**config.mk**
```make
export PLATFORM = sky130hd
export DESIGN_NAME = paddle_ctrl
export DESIGN_NICKNAME = d
export VERILOG_FILES = /design/src/rtl/pong_pkg.sv /design/src/rtl/btn_debounce.sv /design/src/rtl/paddle_ctrl.sv
export SDC_FILE = /design/constraint.sdc
export NUM_CORES = 1
export LEC_CHECK = 0
export BUFFER_PORTS_ARGS = -buffer_cell sky130_fd_sc_hd__buf_4
export CAP_MARGIN = 20
export CORE_MARGIN = 2
export CORE_UTILIZATION = 50
export CTS_CLUSTER_DIAMETER = 80
export DETAILED_ROUTE_END_ITERATION = 12
export GPL_TIMING_DRIVEN = 0
export PLACE_DENSITY = 0.68
export SLEW_MARGIN = 20
export SYNTH_ARGS = -nofsm -noshare
export SYNTH_HDL_FRONTEND = slang
export SYNTH_HIERARCHICAL = 1
export SYNTH_SLANG_ARGS = --single-unit
```
**constraint.sdc**
```tcl
create_clock -name clk -period 6.6 [get_ports clk]
set_input_delay 0.66 -clock clk [delete_from_list [all_inputs] [get_ports clk]]
set_output_delay 0.66 -clock clk [all_outputs]
set_load 0.02 [all_outputs]
```
**src/rtl/pong_pkg.sv**
```systemverilog
// Shared pong constants and types, used by the paddle input stage and the renderer.
package pong_pkg;

    localparam int SCREEN_W      = 640;
    localparam int SCREEN_H      = 480;
    localparam int PADDLE_HEIGHT = 50;
    localparam int PADDLE_WIDTH  = 4;
    localparam int POS_W         = 10;

    // Lowest legal paddle top row: the paddle must fit fully on screen.
    localparam int MAX_POS = SCREEN_H - PADDLE_HEIGHT;

    typedef logic [POS_W-1:0] pos_t;
    typedef logic [POS_W:0]   pos_wide_t;

    typedef enum logic [1:0] {
        IDLE,
        MOVE_UP,
        MOVE_DOWN
    } paddle_state_t;

    // Map debounced {down, up} levels to a direction; both or neither means stop.
    function automatic paddle_state_t decodeDir(input logic [1:0] db);
        paddle_state_t dir;
        case (db)
            2'b01:   dir = MOVE_UP;
            2'b10:   dir = MOVE_DOWN;
            default: dir = IDLE;
        endcase
        return dir;
    endfunction

endpackage

```
**src/rtl/btn_debounce.sv**
```systemverilog
// Two-flop synchronizer plus stability counter for one raw push-button.
// The debounced level only flips after DEBOUNCE_CYCLES consecutive cycles
// of disagreement, so shorter glitches never reach the output.
module btn_debounce #(
    parameter logic [15:0] DEBOUNCE_CYCLES = 16'd50000
) (
    input  logic clk,
    input  logic reset,
    input  logic btn_i,
    output logic btn_db_o
);

    logic        sync1_q, sync2_q;
    logic        db_q, db_d;
    logic [15:0] cnt_q, cnt_d;

    // Bring the asynchronous button into the clk domain.
    always_ff @(posedge clk) begin
        if (reset) begin
            sync1_q <= 1'b0;
            sync2_q <= 1'b0;
        end else begin
            sync1_q <= btn_i;
            sync2_q <= sync1_q;
        end
    end

    // Count cycles of disagreement and flip the debounced level once stable long enough.
    always_comb begin
        cnt_d = cnt_q;
        db_d  = db_q;
        if (sync2_q == db_q) begin
            cnt_d = '0;
        end else if (cnt_q == DEBOUNCE_CYCLES - 16'd1) begin
            db_d  = ~db_q;
            cnt_d = '0;
        end else begin
            cnt_d = cnt_q + 16'd1;
        end
    end

    // Hold the counter and debounced level.
    always_ff @(posedge clk) begin
        if (reset) begin
            cnt_q <= '0;
            db_q  <= 1'b0;
        end else begin
            cnt_q <= cnt_d;
            db_q  <= db_d;
        end
    end

    assign btn_db_o = db_q;

endmodule

```
**src/rtl/paddle_ctrl.sv**
```systemverilog
// Per-player paddle input stage: debounces up/down buttons and moves the
// paddle top row once per frame on the vsync rising edge, clamped to screen.
// Optional acceleration while a direction is held: define PADDLE_ACCEL_EN.
module paddle_ctrl
    import pong_pkg::*;
#(
    parameter logic [15:0] DEBOUNCE_CYCLES = 16'd50000,
    parameter int          SPEED_MIN       = 2,
`ifdef PADDLE_ACCEL_EN
    parameter int          SPEED_MAX       = 8,
    parameter int          ACCEL_FRAMES    = 4,
`endif
    parameter int          INIT_POS        = 215
) (
    input  logic             clk,
    input  logic             reset,
    input  logic             btn_up,
    input  logic             btn_down,
    input  logic             vsync,
    output logic [POS_W-1:0] paddle_vpos,
    output logic [1:0]       btn_db
);

    logic          dbUp, dbDown;
    logic          vsync_q;
    logic          tick;
    paddle_state_t state_q, state_d;
    pos_t          pos_q, pos_d;
    pos_wide_t     posWide, stepWide, sumWide;

    btn_debounce #(.DEBOUNCE_CYCLES(DEBOUNCE_CYCLES)) uDbUp (
        .clk      (clk),
        .reset    (reset),
        .btn_i    (btn_up),
        .btn_db_o (dbUp)
    );

    btn_debounce #(.DEBOUNCE_CYCLES(DEBOUNCE_CYCLES)) uDbDown (
        .clk      (clk),
        .reset    (reset),
        .btn_i    (btn_down),
        .btn_db_o (dbDown)
    );

    assign btn_db = {dbDown, dbUp};
    assign tick   = vsync & ~vsync_q;

`ifdef PADDLE_ACCEL_EN
    localparam int SPD_W  = $clog2(SPEED_MAX + 1);
    localparam int HOLD_W = $clog2(ACCEL_FRAMES + 1);

    logic [SPD_W-1:0]  speed_q, speed_d;
    logic [HOLD_W-1:0] hold_q, hold_d, holdInc;

    // Speed drops to minimum on stop or reversal and ramps while one direction is held.
    always_comb begin
        speed_d = speed_q;
        hold_d  = hold_q;
        holdInc = hold_q + 1'b1;
        if (tick) begin
            if (state_d == IDLE || state_d != state_q) begin
                speed_d = SPD_W'(SPEED_MIN);
                hold_d  = '0;
            end else if (holdInc == HOLD_W'(ACCEL_FRAMES)) begin
                hold_d = '0;
                if (speed_q < SPD_W'(SPEED_MAX)) begin
                    speed_d = speed_q + 1'b1;
                end
            end else begin
                hold_d = holdInc;
            end
        end
    end

    // Hold the speed and frame-hold counter.
    always_ff @(posedge clk) begin
        if (reset) begin
            speed_q <= SPD_W'(SPEED_MIN);
            hold_q  <= '0;
        end else begin
            speed_q <= speed_d;
            hold_q  <= hold_d;
        end
    end
`else
    localparam int SPD_W = 4;

    logic [SPD_W-1:0] speed_d;

    assign speed_d = SPD_W'(SPEED_MIN);
`endif

    // Direction state register.
    always_ff @(posedge clk) begin
        if (reset) begin
            state_q <= IDLE;
        end else begin
            state_q <= state_d;
        end
    end

    // Re-decide direction only at the start of each frame.
    always_comb begin
        state_d = state_q;
        if (tick) begin
            state_d = decodeDir(btn_db);
        end
    end

    // Move the paddle by the post-decision speed, clamping at both screen edges.
    always_comb begin
        pos_d    = pos_q;
        posWide  = {1'b0, pos_q};
        stepWide = pos_wide_t'(speed_d);
        sumWide  = posWide + stepWide;
        if (tick) begin
            case (state_d)
                MOVE_UP: begin
                    if (posWide < stepWide) begin
                        pos_d = '0;
                    end else begin
                        pos_d = pos_t'(posWide - stepWide);
                    end
                end
                MOVE_DOWN: begin
                    if (sumWide > pos_wide_t'(MAX_POS)) begin
                        pos_d = pos_t'(MAX_POS);
                    end else begin
                        pos_d = pos_t'(sumWide);
                    end
                end
                default: pos_d = pos_q;
            endcase
        end
    end

    // Position and vsync edge-detect registers.
    always_ff @(posedge clk) begin
        if (reset) begin
            pos_q   <= pos_t'(INIT_POS);
            vsync_q <= 1'b0;
        end else begin
            pos_q   <= pos_d;
            vsync_q <= vsync;
        end
    end

    assign paddle_vpos = pos_q;

endmodule

```
==> run metrics <==
routed wire length per instance=13.6 um; vias in the first global route=2185; Post-CTS Setup Repair Bufs=0; clk_lat worst skew=290 ps; Hold Startpoint=uDbDown/sync1_q$_SDFF_PP0_; # IOs=17; Synth Register Bits=51; drt pass-1 iters=4; Hold Crit Endpoint=uDbDown/sync2_q$_SDFF_PP0_; pwr/cell area=163 nW/um^2; ys async rst share=0%; initial antenna violation count=0; fin crit share=39.8%; sequential area share after synthesis=35.9%; post-cts gate resize count=0; ys flop type=dfxtp_1; row count=27; Starting Density=51.6%; Antenna diodes=0; number of synthesized flops with an enable pin=0; post-DP HPWL=4190 um; clock skew=5.51 ps; layout cells sized above 1=16.6%; Synth warnings=6; first-pass GRT wire length=9900 um; hold depth=1; Int Power=409 uW; Die Footprint=6300 um^2; RD Place Congestion=0.846; Routed Antenna Nets=0; CTS Hold Bufs=0; R2R depth=10; Seq pwr share=60.3%; Net Count, Synth=337; Setup Viol. Count Final=0; fmax=381 MHz; number of buffers added on ports=16; RSZ-0062 raised after global routing=false; final-layout fill cell count=516; CP endpoint kind=flip-flop; Worst-path clk slew=90 ps; crit path DAT=2870 ps; Crit path required time=6840 ps; outcome=finished clean; max-slew violations=0; Worst Hold Class=flip-flop to flip-flop; Critical Path Start=vsync; WL final=5730 um; worst r2r src=vsync_q$_SDFF_PP0_; post-route DRC violation count=0; maximum VDD drop=0.0000953 V; crit path max fanout=10; worst-margin pin slew=508 ps; crit path kind=input pin to flip-flop; area growth from synthesis to layout=10.9%; CTS tree=yes; flop2flop setup slack=4020 ps; nets=360; DIE WIDTH=79.4 um; Hold Vio Cnt, Final=0; Vias=2378; Avg Vias per Cell=5.64; Clk pwr share=37.7%; combinational power share=2.0%; synthesized area per cell=8.72 um^2; Root Driver=clkbuf_8; Leak Pwr=0.00108 uW; final critical-path required period=2630 ps; post-route setup TNS=0 ps; max-cap violations=0; Sw Ratio=20.4%; Clock H-tree levels=2; core area=5510 um^2; post-synth cell types=60; startpoint types=input pin; largest net degree at the start of global routing=15; Global Route Usage Sum=19.6%; Final Power=514 uW; total global routing overflow=0; mapped cell area=2840 um^2; Detailed Route Iter0 Violations=88; Net Switching=105 uW; Num CTS Buffers=5; Max Root-Sink Buffers=2; Slew headroom=66.2%; Die H=79.4 um; end of the worst register-to-register path=paddle_vpos[4]$_SDFFE_PP1P_; CTS Sinks=51; Mapped Cells=326
-- sequential cells by signal, summed over array words and instances, names as in the netlist --
register,flops
uDbDown/cnt_q,16
uDbUp/cnt_q,16
paddle_vpos,10
state_q,2
uDbDown/btn_db_o,1
uDbDown/sync1_q,1
uDbDown/sync2_q,1
uDbUp/btn_db_o,1
uDbUp/sync1_q,1
uDbUp/sync2_q,1
vsync_q,1
-- per-layer routing --
layer / vias up / track usage [%] / wire, um
li1: 1202 / - / -
met1: 1119 / 24.4 / 2670
met2: 49 / 33.6 / 2780
met3: 8 / 3.96 / 199
met4: 0 / 6.90 / 82
met5: - / 0 / 0
-- worst max-delay path by stage --
stage | to | slack, ps | cells after the start
after global placement | paddle_vpos[4]$_SDFFE_PP1P_ | 3710 | 11
after floorplan | paddle_vpos[4]$_SDFFE_PP1P_ | 4020 | 10
after global routing | paddle_vpos[4]$_SDFFE_PP1P_ | 3810 | 11
final | paddle_vpos[4]$_SDFFE_PP1P_ | 3970 | 11
after detailed placement | paddle_vpos[4]$_SDFFE_PP1P_ | 3710 | 11
after CTS | paddle_vpos[4]$_SDFFE_PP1P_ | 4000 | 11
-- layout by cell type, fill, tap and decap left out, types with 3 or more instances in the layout --
| cell type | count |
|---|---|
| dfxtp_1 | 51 |
| nor2_1 | 47 |
| xnor2_1 | 31 |
| buf_4 | 20 |
| nand3_1 | 16 |
| nand2_1 | 15 |
| a21oi_1 | 15 |
| inv_1 | 13 |
| nor3_1 | 12 |
| o21ai_0 | 11 |
| clkbuf_1 | 8 |
| clkbuf_8 | 7 |
| ha_1 | 6 |
| nor2b_1 | 5 |
| nor4_2 | 5 |
| xor2_1 | 4 |
| o21ai_1 | 4 |
| nor4bb_1 | 4 |
| nor2_2 | 4 |
| buf_6 | 3 |
| or3_1 | 3 |
| nand4_1 | 3 |
| o22ai_1 | 3 |
| nor4_1 | 3 |
| or4_1 | 3 |
| mux2i_1 | 3 |
| nor4_4 | 3 |
-- power by group through the flow --
stage | combinational (uW) | clock (uW) | sequential, uW
2_1_floorplan | 5.78 | 0 | 317
3_3_place_gp | 10.3 | 0 | 317
3_5_place_dp | 10.4 | 0 | 317
4_1_cts | 10.5 | 201 | 310
5_1_grt | 11.5 | 213 | 310
6_report | 10.3 | 194 | 310
-- Yosys cell counts (4+ instances only) --
| cell | n | area [um^2] |
|---|---|---|
| nand2_1 | 15 | 56.3 |
| nor2b_1 | 5 | 31.3 |
| clkbuf_1 | 7 | 26.3 |
| nand3_1 | 16 | 80.1 |
| o21ai_0 | 11 | 55.1 |
| inv_1 | 13 | 48.8 |
| nor4_2 | 5 | 62.6 |
| nor4bb_1 | 4 | 40.0 |
| xnor2_1 | 31 | 272 |
| nor3_1 | 12 | 60.1 |
| o21ai_1 | 4 | 20.0 |
| buf_4 | 4 | 30.0 |
| dfxtp_1 | 51 | 1020 |
| nor2_1 | 47 | 176 |
| a21oi_1 | 15 | 75.1 |
| ha_1 | 6 | 75.1 |
| xor2_1 | 4 | 35.0 |
| nor2_2 | 4 | 25.0 |
-- cell families (layout without fill, tap and decap cells) --
family                   Yosys count  after routing  synth area share (%)
AO/OA/AOI/OAI                     51             51                  12.0
XOR/XNOR                          35             35                  10.8
adder cells (fa/ha/maj)            6              6                  2.64
buffers and inverters             31             55                  5.55
flip-flops                        51             51                  35.9
multiplexers                       3              3                  1.06
AND/OR/NAND/NOR                  149            149                  32.1
-- critical path, cell delays in order --
cell      delay (ps)
buf_4             90
nand2b_1         120
nor3b_1          210
a21oi_1           80
ha_1             310
or3b_1           350
buf_1            240
or4_1            460
a21oi_1          140
a211o_1          120
a31o_1            90
-- per-stage QoR --
stage	util (%)	setup WS, ps	hold WS [ps]	instances	cell area [um^2]
2_1_floorplan	-	4020	414	326	2840
3_3_place_gp	55.4	3710	420	414	3050
3_5_place_dp	55.4	3710	428	414	3050
4_1_cts	57.2	4000	458	422	3150
5_1_grt	57.2	3810	476	422	3150
6_report	57.2	3970	447	422	3150
-- area by class of cell --
| cell class | instances | area (um^2) | area share, % |
|---|---|---|---|
| tap | 72 | 90.1 | 2.86 |
| timing repair buffer | 16 | 120 | 3.81 |
| multi-input combinational | 244 | 1660 | 52.8 |
| sequential | 51 | 1020 | 32.4 |
| inverter | 13 | 48.8 | 1.55 |
| buffer | 18 | 109 | 3.45 |
| clock buffer | 8 | 100 | 3.18 |
(Power assumes the default switching activity.)
